## src/rtl/delay_timer_pkg.sv

```systemverilog
// Shared encodings for the delay timer and its tick selector.
//   unit_e  : delay time base carried with a request (clk / us / ms / s)
//   state_e : delay timer control states
package delay_timer_pkg;

  localparam int unsigned UNIT_W = 2;

  typedef enum logic [UNIT_W-1:0] {
    UNIT_CLK = 2'd0,
    UNIT_US  = 2'd1,
    UNIT_MS  = 2'd2,
    UNIT_S   = 2'd3
  } unit_e;

  typedef enum logic {
    ST_IDLE = 1'b0,
    ST_RUN  = 1'b1
  } state_e;

endpackage

```

## src/rtl/delay_timer_tick_sel.sv

```systemverilog
// Combinational 4:1 strobe mux: picks the count-enable strobe for a time base.
// Reusable by any consumer of the clock-divider tick chain.
//   unit_i    : time base (UNIT_CLK/US/MS/S)
//   tick_us_i : 1 us strobe
//   tick_ms_i : 1 ms strobe
//   tick_s_i  : 1 s strobe
//   sel_o     : selected strobe (constant 1 for UNIT_CLK)
module delay_timer_tick_sel
  import delay_timer_pkg::*;
(
  input  logic [UNIT_W-1:0] unit_i,
  input  logic              tick_us_i,
  input  logic              tick_ms_i,
  input  logic              tick_s_i,
  output logic              sel_o
);

  always_comb begin
    sel_o = 1'b0;
    case (unit_i)
      UNIT_CLK: sel_o = 1'b1;
      UNIT_US:  sel_o = tick_us_i;
      UNIT_MS:  sel_o = tick_ms_i;
      UNIT_S:   sel_o = tick_s_i;
    endcase
  end

endmodule

```

## src/rtl/delay_timer.sv

```systemverilog
// Programmable delay service driven by the 1 us / 1 ms / 1 s tick strobes.
// A request (unit, count) is taken over valid/ready; done pulses once when
// the count has elapsed, aborted pulses once when a running delay is cancelled.
//   clk, rst        : clock, synchronous active-high reset
//   tick_us/ms/s    : single-cycle time-base strobes (same clock domain)
//   req_valid/ready : request handshake; req_unit, req_count are the payload
//   req_periodic    : auto-reload request (only with DELAY_TIMER_PERIODIC_EN)
//   abort           : cancel the running delay
//   busy, done, aborted, remaining : registered status
// Build option: define DELAY_TIMER_PERIODIC_EN to add periodic (auto-reload) mode.
module delay_timer
  import delay_timer_pkg::*;
#(
  parameter int unsigned CNT_W = 16
) (
  input  logic             clk,
  input  logic             rst,
  input  logic             tick_us,
  input  logic             tick_ms,
  input  logic             tick_s,
  input  logic             req_valid,
  output logic             req_ready,
  input  logic [1:0]       req_unit,
  input  logic [CNT_W-1:0] req_count,
`ifdef DELAY_TIMER_PERIODIC_EN
  input  logic             req_periodic,
`endif
  input  logic             abort,
  output logic             busy,
  output logic             done,
  output logic             aborted,
  output logic [CNT_W-1:0] remaining
);

  state_e            state_q;
  logic [UNIT_W-1:0] unit_q;
  logic [CNT_W-1:0]  count_q;
  logic [CNT_W-1:0]  remaining_q;
  logic              periodic_q;
  logic              req_ready_q;
  logic              busy_q;
  logic              done_q;
  logic              aborted_q;

  logic              req_per;
  logic              sel;
  logic [CNT_W-1:0]  req_count_d;
  logic [CNT_W-1:0]  rem_dec_d;
  logic              last_d;

`ifdef DELAY_TIMER_PERIODIC_EN
  assign req_per = req_periodic;
`else
  assign req_per = 1'b0;
`endif

  // A periodic request of zero would never tick; it runs as a period of one.
  assign req_count_d = (req_per && (req_count == '0)) ? CNT_W'(1) : req_count;

  // Saturating decrement so remaining can never wrap.
  assign rem_dec_d = (remaining_q != '0) ? remaining_q - CNT_W'(1) : '0;
  assign last_d    = (remaining_q == CNT_W'(1));

  delay_timer_tick_sel u_tick_sel (
    .unit_i    (unit_q),
    .tick_us_i (tick_us),
    .tick_ms_i (tick_ms),
    .tick_s_i  (tick_s),
    .sel_o     (sel)
  );

  // Control FSM and down-counter; all status outputs registered.
  always_ff @(posedge clk) begin
    if (rst) begin
      state_q     <= ST_IDLE;
      unit_q      <= '0;
      count_q     <= '0;
      remaining_q <= '0;
      periodic_q  <= 1'b0;
      req_ready_q <= 1'b1;
      busy_q      <= 1'b0;
      done_q      <= 1'b0;
      aborted_q   <= 1'b0;
    end else begin
      done_q    <= 1'b0;
      aborted_q <= 1'b0;
      case (state_q)
        ST_IDLE: begin
          // Ticks in the acceptance cycle are not looked at: counting starts next cycle.
          if (req_valid && req_ready_q) begin
            unit_q     <= req_unit;
            count_q    <= req_count_d;
            periodic_q <= req_per;
            if (req_count_d != '0) begin
              state_q     <= ST_RUN;
              remaining_q <= req_count_d;
              busy_q      <= 1'b1;
              req_ready_q <= 1'b0;
            end else begin
              done_q <= 1'b1;
            end
          end
        end
        ST_RUN: begin
          // Abort takes priority over a coincident final tick.
          if (abort) begin
            state_q     <= ST_IDLE;
            remaining_q <= '0;
            busy_q      <= 1'b0;
            req_ready_q <= 1'b1;
            aborted_q   <= 1'b1;
          end else if (sel) begin
            if (last_d) begin
              done_q <= 1'b1;
              if (periodic_q) begin
                remaining_q <= count_q;
              end else begin
                state_q     <= ST_IDLE;
                remaining_q <= '0;
                busy_q      <= 1'b0;
                req_ready_q <= 1'b1;
              end
            end else begin
              remaining_q <= rem_dec_d;
            end
          end
        end
        default: state_q <= ST_IDLE;
      endcase
    end
  end

  assign req_ready = req_ready_q;
  assign busy      = busy_q;
  assign done      = done_q;
  assign aborted   = aborted_q;
  assign remaining = remaining_q;

endmodule

```

## config.mk

```make
export PLATFORM = sky130hd
export DESIGN_NAME = delay_timer
export DESIGN_NICKNAME = d
export VERILOG_FILES = /design/src/rtl/delay_timer_pkg.sv /design/src/rtl/delay_timer_tick_sel.sv /design/src/rtl/delay_timer.sv
export SDC_FILE = /design/constraint.sdc
export NUM_CORES = 1
export LEC_CHECK = 0
export CAP_MARGIN = 20
export CORE_ASPECT_RATIO = 1.25
export CORE_UTILIZATION = 41
export CTS_CLUSTER_DIAMETER = 80
export DETAILED_ROUTE_END_ITERATION = 16
export GPL_TIMING_DRIVEN = 0
export PLACE_DENSITY = 0.75
export SYNTH_ARGS = -nofsm -noshare
export SYNTH_HDL_FRONTEND = slang
export SYNTH_HIERARCHICAL = 1
export SYNTH_SLANG_ARGS = --single-unit
```

## constraint.sdc

```tcl
create_clock -name clk -period 2.4 [get_ports clk]
set_clock_uncertainty 0.2 [all_clocks]
set_input_delay 0.24 -clock clk [delete_from_list [all_inputs] [get_ports clk]]
set_output_delay 0.24 -clock clk [all_outputs]
set_load 0.02 [all_outputs]
```

# Word level (Yosys, flattened, before mapping)
# Cells that the tools add are included.
# word_totals
reg_bits	23
memories	0
ramBits	0
out_inout_bits	20
elab_cells	58
latchBits	0
romBits	0
# op_classes
n_shift	0
div	0
muxes	33
n_eq_ne	8
mul	0
bitwise_logic	1
reduce_logical	8
order_cmp	0
addsub	1
# ops
op	count
2-to-1 mux 16 bit	6
case mux 16 bit (2 select lines)	1
nonzero test 16 bit	2
2-to-1 mux 1 bit	21
== test 16 x 1 -> 1 bit (second input constant)	1
subtractor 16 x 1 -> 16 bit (second input constant)	1
case mux 1 bit (2 select lines)	4
inequality test 3 x 2 -> 1 bit (second input constant)	2
== test 2 bit (second input constant)	2
inequality test 2 bit (second input constant)	2
case mux 1 bit (4 select lines)	1
AND reduction 4 bit	1
AND reduction 3 bit	1
== test 2 x 1 -> 1 bit (second input constant)	1
zero test 2 bit	1
AND reduction 2 bit	1
OR reduction 2 bit	1
logical AND 1 bit	1
NOT 1 bit	1

# Logic depth before layout (Yosys ltp)
# Gate-level depths: netlist (run 1).
# depth
word_depth	6
mapped_depth	8
depth_no_buf	7

# By module
# The synthesis (run 1) kept the hierarchy.
# modules_own_cells
mod	area_each_um2	n_inst	seq_area_each_um2	cells_per_inst
delay_timer	1382.6	1	460.4	167
delay_timer_tick_sel	27.5	1	0.0	3

# Worst setup path before layout (run 1)
# OpenSTA, ideal clock, no wires.
# synth_timing
path_type	flip-flop to flip-flop
from	register remaining_q[0], in the netlist remaining[0]
to	register remaining_q[14], in the netlist remaining[14]
synth_period_minus_slack_ps	2489
stages_incl_launch_ff	8
required_time_ps	2070
slack_ps	-89
arrival_time_ps	2159
cell_sequence	dfxtp_1 inv_1 ha_1 or3b_2 or4b_4 xnor2_2 a221oi_2 nor3_2
# synth_via
elab_chain_len	6
word_cells_on_any_way	8
classes_between	add/sub (1); eq/ne (1); mux (5); reduce/logical (1)
# synth_lines
element	line_no	rtl
start, declared	delay_timer.sv:38	logic [CNT_W-1:0] remaining_q;
start signal, assigned	delay_timer.sv:96	remaining_q <= req_count_d;
start signal, assigned	delay_timer.sv:116	remaining_q <= count_q;
start signal, assigned	delay_timer.sv:124	remaining_q <= rem_dec_d;
subtractor 16 x 1 -> 16 bit / nonzero test 16 bit (equally long branches)	delay_timer.sv:61	assign rem_dec_d = (remaining_q != '0) ? remaining_q - CNT_W'(1) : '0;
2-to-1 mux 16 bit	delay_timer.sv:61	
2-to-1 mux 16 bit (*)	delay_timer.sv:113	if (last_d) begin
2-to-1 mux 16 bit (*)	delay_timer.sv:112	end else if (sel) begin
2-to-1 mux 16 bit (*)	delay_timer.sv:106	if (abort) begin
case mux 16 bit (2 select lines) (*)	delay_timer.sv:87	case (state_q)
# Every way passes the cells marked *; elsewhere a longest branch is shown, timed or not. The select of a mux whose other input is x is not followed.
# A chain may end at the register's enable or synchronous reset.

# Final worst setup path (run 1)
# layout_timing
from	register remaining_q[1], in the netlist remaining[1]
to	register remaining_q[14], in the netlist remaining[14]
# The elaborated chain is that of the path after synthesis.

==> results of run 1 <==
cell usage in the layout, fill, tap and decap left out, drive strengths merged, types with 2 or more instances in the layout:
master	n
a211oi	2
a21oi	10
a221oi	9
a22oi	3
a32oi	3
buf	5
clkbuf	10
clkdlybuf4s50	44
dfxtp	23
ha	3
inv	6
nand2	11
nand2b	6
nand3	2
nand4	2
nor2	20
nor3	13
nor3b	2
nor4	9
o21a	3
o21ai	5
o32ai	6
or4	2
xnor2	3
xor2	4
state kept, by name, summed over array words and instances (netlist names):
signal / count
state_q: 1
remaining: 16
aborted: 1
unit_q: 2
busy: 1
req_ready: 1
done: 1
layer usage:
metal	up-vias	track usage [%]	wire length (um)
met5	-	0	0
met4	0	14.4	144
met3	13	4.28	289
met2	83	43.0	2250
met1	776	30.8	1770
li1	740	-	-
critical path, delay by kind of cell, from the launching register on:
kind / cells / cell delay (ps)
AO/OA/AOI/OAI: 1 / 270
adder cells (fa/ha/maj): 1 / 150
AND/OR/NAND/NOR: 3 / 1010
XOR/XNOR: 1 / 150
buffers and inverters: 1 / 80
flip-flops: 1 / 380
cell families (layout without fill, tap and decap cells):
kind of cell	Yosys count	count (layout)	synth area share [%]
AND/OR/NAND/NOR	73	73	28.6
AO/OA/AOI/OAI	46	46	25.0
flip-flops	23	23	32.7
buffers and inverters	17	66	5.50
XOR/XNOR	7	7	4.88
adder cells (fa/ha/maj)	3	3	2.66
multiplexers	1	1	0.710
path summary, 6_finish.rpt:
check	cells after the start	endpoint	slack, ps
worst max register to register	7	remaining[14]	50
worst min-delay path	2	unit_q[0]	310
worst max-delay path	7	remaining[14]	50
worst min register to register	2	unit_q[0]	310
cell usage after synthesis (2+ instances only):
library cell | n | share of area (%)
sky130_fd_sc_hd__nor4_1 | 8 | 3.5
sky130_fd_sc_hd__buf_2 | 2 | 0.71
sky130_fd_sc_hd__o21ai_0 | 5 | 1.8
sky130_fd_sc_hd__o21a_1 | 3 | 1.6
sky130_fd_sc_hd__dfxtp_1 | 23 | 33
sky130_fd_sc_hd__nor2_1 | 20 | 5.3
sky130_fd_sc_hd__a22oi_1 | 3 | 1.6
sky130_fd_sc_hd__nand3_1 | 2 | 0.71
sky130_fd_sc_hd__a211oi_1 | 2 | 1.1
sky130_fd_sc_hd__ha_1 | 3 | 2.7
sky130_fd_sc_hd__clkbuf_1 | 6 | 1.6
sky130_fd_sc_hd__a221oi_1 | 8 | 5.0
sky130_fd_sc_hd__nor3_2 | 2 | 1.4
sky130_fd_sc_hd__nand4_1 | 2 | 0.89
sky130_fd_sc_hd__o32ai_1 | 5 | 3.1
sky130_fd_sc_hd__nand2_1 | 11 | 2.9
sky130_fd_sc_hd__a21oi_1 | 10 | 3.5
sky130_fd_sc_hd__xnor2_1 | 2 | 1.2
sky130_fd_sc_hd__nand2b_1 | 6 | 2.7
sky130_fd_sc_hd__a32oi_1 | 3 | 1.9
sky130_fd_sc_hd__inv_1 | 6 | 1.6
sky130_fd_sc_hd__nor3_1 | 11 | 3.9
sky130_fd_sc_hd__xor2_1 | 4 | 2.5
per-stage QoR:
step | instances | hold slack [ps] | total power [mW] | cell area (sq um)
2_1_floorplan | 170 | 163 | 0.780 | 1420
3_3_place_gp | 251 | 277 | 0.954 | 1900
3_5_place_dp | 251 | 298 | 0.967 | 1900
4_1_cts | 255 | 307 | 1.23 | 1960
5_1_grt | 256 | 333 | 1.32 | 2010
6_report | 256 | 307 | 1.25 | 2010
timing repair:
| action | CTS | global route |
|---|---|---|
| endpoints found under the setup margin | 1 | 9 |
| resized for setup | 3 | 13 |
| pin swaps | 2 | 2 |
| setup buffers | 0 | 1 |
| hold buffers | 0 | 0 |
| gates cloned | 0 | 0 |
power groups by stage:
stage	Combinational, mW	Sequential (mW)	Clock (mW)
detailed placement	0.477	0.490	0
global placement	0.468	0.486	0
finish	0.508	0.491	0.252
global route	0.549	0.499	0.274
floorplan	0.259	0.521	0
CTS	0.485	0.482	0.260
final cells by class:
cell class	count	area, sq um
Fill cell	289	1240
Tap cell	37	46.3
Multi-Input combinational cell	130	915
Inverter	7	31.3
Sequential cell	23	472
Clock buffer	4	45.0
Timing Repair Buffer	45	448
Buffer	10	52.6
==> impl.org, run 1 <==
** STA
- For this run, the top clock speed supported by timing is 0.425 GHz.
- Minimum clock period after layout :: 2350 ps
- The worst path uses between 90% and 100% of the clock period.
- Pins Over Slew Limit :: 0
- Total setup violations reported at the end of the flow :: 0
- Worst max-slew margin expressed relative to the limit :: 64.8%
- Hold Vio Cnt, Final :: 0
- Worst-Margin Slew :: 528 ps
- Minimum setup slack in the final design :: 45.4 ps
- Setup total negative slack :: 0 ps

** Yosys
- In the synthesized netlist the dominant register cell turns out to be sky130_fd_sc_hd__dfxtp_1.
- In this run, synthesis produced a sequential element count of 23.
- Counting distinct cell types in the post-synthesis netlist gives 46.
- Yosys printed 6 warnings.
- Yosys mapped a number of flops with a built-in enable equal to 0.
- Number of instances in the synthesized netlist :: 170
- Net count after synthesis :: ~200
- Fraction of registers with async set or reset after synthesis :: 0%
- Mapped cell area :: between 0.001 and 0.0015 sq mm
- Register area share after synthesis :: 32.7%
- The average instance in the mapped netlist occupies between 8 and 9 sq um.

** Placed design
- Input and output buffers added on the ports amount to between 40 and 50.
- Before CTS, the worst setup slack after placement is -85.5 ps.
- The congestion estimate from routability-driven global placement came to between 0.9 and 1.
- HPWL Detailed :: 3160 um

** Layout
- Number of nets in the layout :: between 200 and 250
- Measured on the finished design, the core utilization comes to 61.8%.
- 0 antenna diodes ended up in the layout.
- Compared with the post-synthesis result, the final layout area differs by 42.5%.
- Cells with a size suffix above 1 make up 14.2% of the layout.

** Critical path
- The worst register-to-register path begins at remaining[1].
- On the critical path, the stage with the largest delay is an instance of sky130_fd_sc_hd__or4b_4.
- The worst setup path is of the flip-flop to flip-flop kind.
- Data arrival, critical path :: around 2300 ps
- CP startpoint kind :: flip-flop
- For the worst setup path, the data required time is 2350 ps.
- In this run the worst setup path begins at remaining[1].
- Of all nets on the critical path, the largest fanout is 5.
- STA classifies the critical path endpoint as a flip-flop.
- Worst path cell trace :: inv_4 > ha_4 > or3b_4 > or4b_4 > xnor2_2 > a221oi_2 > nor3_2
- Slowest cell delay on critical path :: 530 ps

** Clock tree
- Clock Tree Root :: sky130_fd_sc_hd__clkbuf_8
- Clock sink total :: 23
- CTS tree :: yes
- Longest Clk Path Bufs :: 2
- After clock tree synthesis, the clock-pin slew on the worst setup and hold paths is 80 ps.
- CTS buffer count :: 3
- At the later pin of the worst-skew pair, clock insertion delay measures about 270 ps.
- H-tree Lvls :: 1

** Run
- The tool flagged a number of max-cap violations equal to 0.

** Global route
- The via count of the first global-routing pass is 1475.
- Sum of overflow across all layers after global routing :: 0
- Number of antenna violations at the first check in global routing :: 0
- The first global-routing pass estimated just under 7000 um of wire.
- Global routing usage summed across all routing layers :: 25.9%
- Entering global routing, the biggest net connects 13 pins.

** Power
- Seq pwr share :: 39.3%
- Clock share of power :: 20.1%
- Power spread over the standard cell area amounts to 623 mW/mm^2.
- Sw frac :: between 30% and 40%
- Internal power summed over all cells :: 0.788 mW
- Worst IR drop on VDD :: 0.000353 V
- For this design the static power due to leakage is 0.716 nW.
- Portion of total power attributed to combinational logic :: ~41%
- Summed over all nets, the switching power comes to between 0.4 and 0.5 mW.

** Status
- Outcome :: finished clean

** Detailed routing
- Number of remaining DRC errors :: 0
- The count of nets left with antenna violations once routing finished came out at 0.
- Via count normalized by instance count :: 6.30
- Detailed-route wire length per cell :: 17.4 um
- Final routed wirelength across all metal layers :: 4460 um
- The routed layout has 1612 vias.
- Before antenna repair, the detailed router went through 4 iterations.
- Initial DRC Count :: between 70 and 80

** Floorplanning
- From left edge to right edge, the die measures 54.5 um.
- Core Footprint :: between 0.003 and 0.004 sq mm
- Row generation in the floorplan step produced 23 rows.
- The die is between 60 and 70 um tall.
- Initial cell density of the core :: 43.4%
- I/O pin total :: 45
- The die covers 0.00368 sq mm.

** Hold path
- In this run the most critical hold path is launched from unit_q[0].
- Class of the tightest hold or removal check :: flip-flop to flip-flop
(Power assumes the default switching activity.)
==> run 2, diff against run 1 <==
--- a/config.mk
+++ b/config.mk
@@ -7,12 +7,11 @@
 export LEC_CHECK = 0
 export CAP_MARGIN = 20
 export CORE_ASPECT_RATIO = 1.25
-export CORE_UTILIZATION = 41
+export CORE_UTILIZATION = 42
 export CTS_CLUSTER_DIAMETER = 80
 export DETAILED_ROUTE_END_ITERATION = 16
 export GPL_TIMING_DRIVEN = 0
-export PLACE_DENSITY = 0.75
+export PLACE_DENSITY = 0.76
 export SYNTH_ARGS = -nofsm -noshare
 export SYNTH_HDL_FRONTEND = slang
-export SYNTH_HIERARCHICAL = 1
 export SYNTH_SLANG_ARGS = --single-unit
==> impl.org, run 2 <==
** Yosys
- Number of flip-flops and latches in the synthesized netlist :: 23 (unchanged)
- The sequential element share of the synthesized area was 31.7% (was 32.7%).
- The synthesized netlist cell count is 168 (was 170).
- Top cells by area in the synthesized netlist :: sky130_fd_sc_hd__dfxtp_1 32%, sky130_fd_sc_hd__a221oi_2 9.3%, sky130_fd_sc_hd__nor2_1 4.1% (was sky130_fd_sc_hd__dfxtp_1 33%, sky130_fd_sc_hd__nor2_1 5.3%, sky130_fd_sc_hd__a221oi_1 5.0%)
- Yosys warning total :: 0 (was 6)
- Synth top area share :: 31.7% (was 32.7%)
- The count of different cell masters after synthesis is 43 (was 46).
- The number of enable-type register cells in the synthesized netlist was 0 (unchanged).
- Fraction of registers with async set or reset after synthesis :: 0% (unchanged)
- Primary FF master, synth :: sky130_fd_sc_hd__dfxtp_1 (unchanged)
- The post-synthesis cell type with the largest combined area is sky130_fd_sc_hd__dfxtp_1 (unchanged).
- Commonest cells post-synth: 23 x sky130_fd_sc_hd__dfxtp_1, 16 x sky130_fd_sc_hd__nor2_1, 10 x sky130_fd_sc_hd__nand2_1 (was 23 x sky130_fd_sc_hd__dfxtp_1, 20 x sky130_fd_sc_hd__nor2_1, 11 x sky130_fd_sc_hd__nand2_1, 11 x sky130_fd_sc_hd__nor3_1, 10 x sky130_fd_sc_hd__a21oi_1).
- The post-synthesis net count is 196 (was 198).
- The total standard cell area after synthesis was 0.00145 sq mm (was 0.00141 sq mm).
- The synthesized area per cell was 8.65 sq um (was 8.29 sq um).
- Top-count cell post-synth :: sky130_fd_sc_hd__dfxtp_1 (unchanged)

** Placed design
- The number of port buffers was 43 (was 44).
- The post-detailed-placement half-perimeter wirelength was 3040 um (was 3160 um).
- Pre-CTS setup slack :: -456 ps (was -85.5 ps)
- Weighted congestion reported at the end of routability-driven placement :: 0.889 (was 0.906)
- Cell count after placement :: 248 (was 251)

** Global route
- Number of antenna violations at the first check in global routing :: 0 (unchanged)
- The via count of the first global-routing pass was 1439 (was 1475).
- The wire length of the first global-routing pass came to 6560 um (was 6940 um).
- The pin count of the biggest net entering global routing is 14 (was 13).
- Global routing usage summed across all routing layers :: 24.7% (was 25.9%)
- The total overflow reported by the global router is 0 (unchanged).

** STA
- Pins Over Slew Limit :: 0 (unchanged)
- The post-route minimum period came to 2290 ps (was 2350 ps).
- Worst-Margin Slew :: 587 ps (was 528 ps)
- The part of the cycle the worst path needs is 95.5% (was 98.1%).
- Timing-limited maximum frequency :: 0.436 GHz (was 0.425 GHz)
- Worst max-slew margin expressed relative to the limit :: 60.8% (was 64.8%)
- The final worst setup slack came to 108 ps (was 45.4 ps).
- Hold Vio Cnt, Final :: 0 (unchanged)
- The number of endpoints failing setup at the final stage is 0 (unchanged).

** Clock tree
- The clock root buffer master was sky130_fd_sc_hd__clkbuf_8 (unchanged).
- The maximum clock path buffer count was 2 (unchanged).
- Worst skew pair latency :: 270 ps (about the same)
- CTS buffer count :: 3 (unchanged)
- H-tree Lvls :: 1 (unchanged)
- The clock sink count is 23 (unchanged).
- CTS tree :: yes (unchanged)
- The post-CTS clock slew at the launch and capture registers of the worst setup and hold paths was 80 ps (about the same).

** Detailed routing
- Via count normalized by instance count :: 6.20 (was 6.30)
- 1st-pass router iterations :: 4 (unchanged)
- The total length of routed wires is 4160 um (was 4460 um).
- Detailed-route wire length per cell :: 16.4 um (was 17.4 um)
- Number of antenna-violating nets in the routed design :: 0 (unchanged)
- The post-route DRC violation count is 0 (unchanged).
- Initial DRC Count :: 50 (was 76)
- Vias post-DR :: 1575 (was 1612)

** Floorplanning
- Initial cell density of the core :: 44.7% (was 43.4%)
- Height of the die :: 67.8 um (was 67.6 um)
- Floorplan row count :: 23 (unchanged)
- I/O pin total :: 45 (unchanged)
- Die X-Extent :: 54.6 um (was 54.5 um)
- The die footprint is 0.00370 sq mm (was 0.00368 sq mm).
- The standard cell core area came to 0.00325 sq mm (unchanged).

** Critical path
- Data arrival, critical path :: 2270 ps (was 2310 ps)
- Critical path buffers and inverters :: 2 (was 1)
- Cell type group with the largest total delay on the critical path :: simple AND/OR/NAND/NOR gates (unchanged)
- Worst path cell trace: inv_1 > ha_1 > or3b_1 > clkbuf_1 > or2_1 > nor2_1 > a22oi_1 > o32ai_1 (was inv_4 > ha_4 > or3b_4 > or4b_4 > xnor2_2 > a221oi_2 > nor3_2).
- Slowest cell delay on critical path :: 360 ps (was 530 ps)
- Required time at the endpoint of the critical path :: 2380 ps (was 2350 ps)
- The startpoint of the lowest-slack register-to-register path is remaining[0] (was remaining[1]).
- Crit Path Max Fanout :: 6 (was 5)
- The worst-path cell with the longest stage delay was sky130_fd_sc_hd__dfxtp_1 (was sky130_fd_sc_hd__or4b_4).
- Path type of the worst setup path :: flip-flop to flip-flop (unchanged)
- The critical path launch point is remaining[0] (was remaining[1]).
- The critical path launch point type is a flip-flop (unchanged).
- The endpoint type of the worst setup path is a flip-flop (unchanged).

** Run
- The number of max-cap violations came to 0 (unchanged).

** Power
- Worst IR drop on VDD :: 0.000488 V (was 0.000353 V)
- Cell area power density :: 625 mW/mm^2 (was 623 mW/mm^2)
- Static Leak :: 0.744 nW (was 0.716 nW)

** Layout
- The most common library cell in the layout ignoring fill and taps is sky130_fd_sc_hd__clkdlybuf4s50_1 (unchanged).
- Signed area change from the synthesized netlist to the final layout :: 38.2% (was 42.5%)
- The share of cells above drive strength 1 came to 12.4% (was 14.2%).
- The flip-flop count of the largest register after layout came to 16 (unchanged).
- The final cell count without fillers came to 254 (was 256).
- The count of antenna diodes in the layout is 0 (unchanged).
- Most frequent cells in the layout: 43 x sky130_fd_sc_hd__clkdlybuf4s50_1, 23 x sky130_fd_sc_hd__dfxtp_1, 16 x sky130_fd_sc_hd__nor2_1 (was 44 x sky130_fd_sc_hd__clkdlybuf4s50_1, 20 x sky130_fd_sc_hd__nor2_1, 18 x sky130_fd_sc_hd__dfxtp_1).
- Number of nets in the layout :: 246 (was 248)

** Hold path
- Class of the tightest hold or removal check :: input port to flip-flop (was flip-flop to flip-flop)
- Hold Startpoint :: rst (was unit_q[0])

** Status
- Outcome :: finished clean (unchanged)
==> run 2: cell type report <==
type / instances / area (sq um)
Fill cell: 302 / 1240
Multi-Input combinational cell: 125 / 910
Sequential cell: 23 / 460
Timing Repair Buffer: 45 / 445
Buffer: 12 / 70.1
Tap cell: 37 / 46.3
Clock buffer: 3 / 41.3
Inverter: 8 / 30.0
Clock inverter: 1 / 5.00
==> run 2: metrics by stage <==
stage          util (%)  area [sq um]  setup TNS, ps  hold WS [ps]  power, mW
6_report           61.8          2010              0           277       1.26
5_1_grt            61.8          2010          -5.88           325       1.32
4_1_cts            61.1          1990              0           254       1.25
3_5_place_dp       59.3          1930          -5720           286      0.995
3_3_place_gp       59.3          1930          -5440           270      0.986
2_1_floorplan         -          1450              0           184      0.808
==> run 2: logic make-up after synthesis <==
logic type	after synthesis	share of synthesized area, %
buffers and inverters	20	6.80
XOR/XNOR	5	3.01
multiplexers	3	2.07
flip-flops	23	31.7
AND/OR/NAND/NOR	60	22.8
adder cells (fa/ha/maj)	3	2.58
AO/OA/AOI/OAI	54	31.0
==> run 2: power breakdown <==
| group | total, mW | internal, mW | switching (mW) |
|---|---|---|---|
| logic | 0.533 | 0.238 | 0.295 |
| registers | 0.472 | 0.422 | 0.0505 |
| clock network | 0.250 | 0.116 | 0.133 |
==> run 2: final timing paths <==
kind,endpoint,slack [ps],cells after the start
min reg2reg,remaining[12],300,2
min,remaining[13],280,2
max,remaining[8],110,8
max reg2reg,remaining[8],110,8
==> run 2: per-layer routing <==
layer,vias to the layer above,wire length [um],global-route usage (%)
met4,0,111,14.1
met2,71,2000,39.2
met5,-,0,0
met3,11,241,3.15
met1,744,1810,31.1
li1,749,-,-
==> run 2: timing repair <==
action | in CTS | in global routing
hold buffers | 0 | 0
pin swaps | 0 | 2
resized for setup | 2 | 1
endpoints found under the setup margin | 14 | 16
setup buffers | 0 | 2
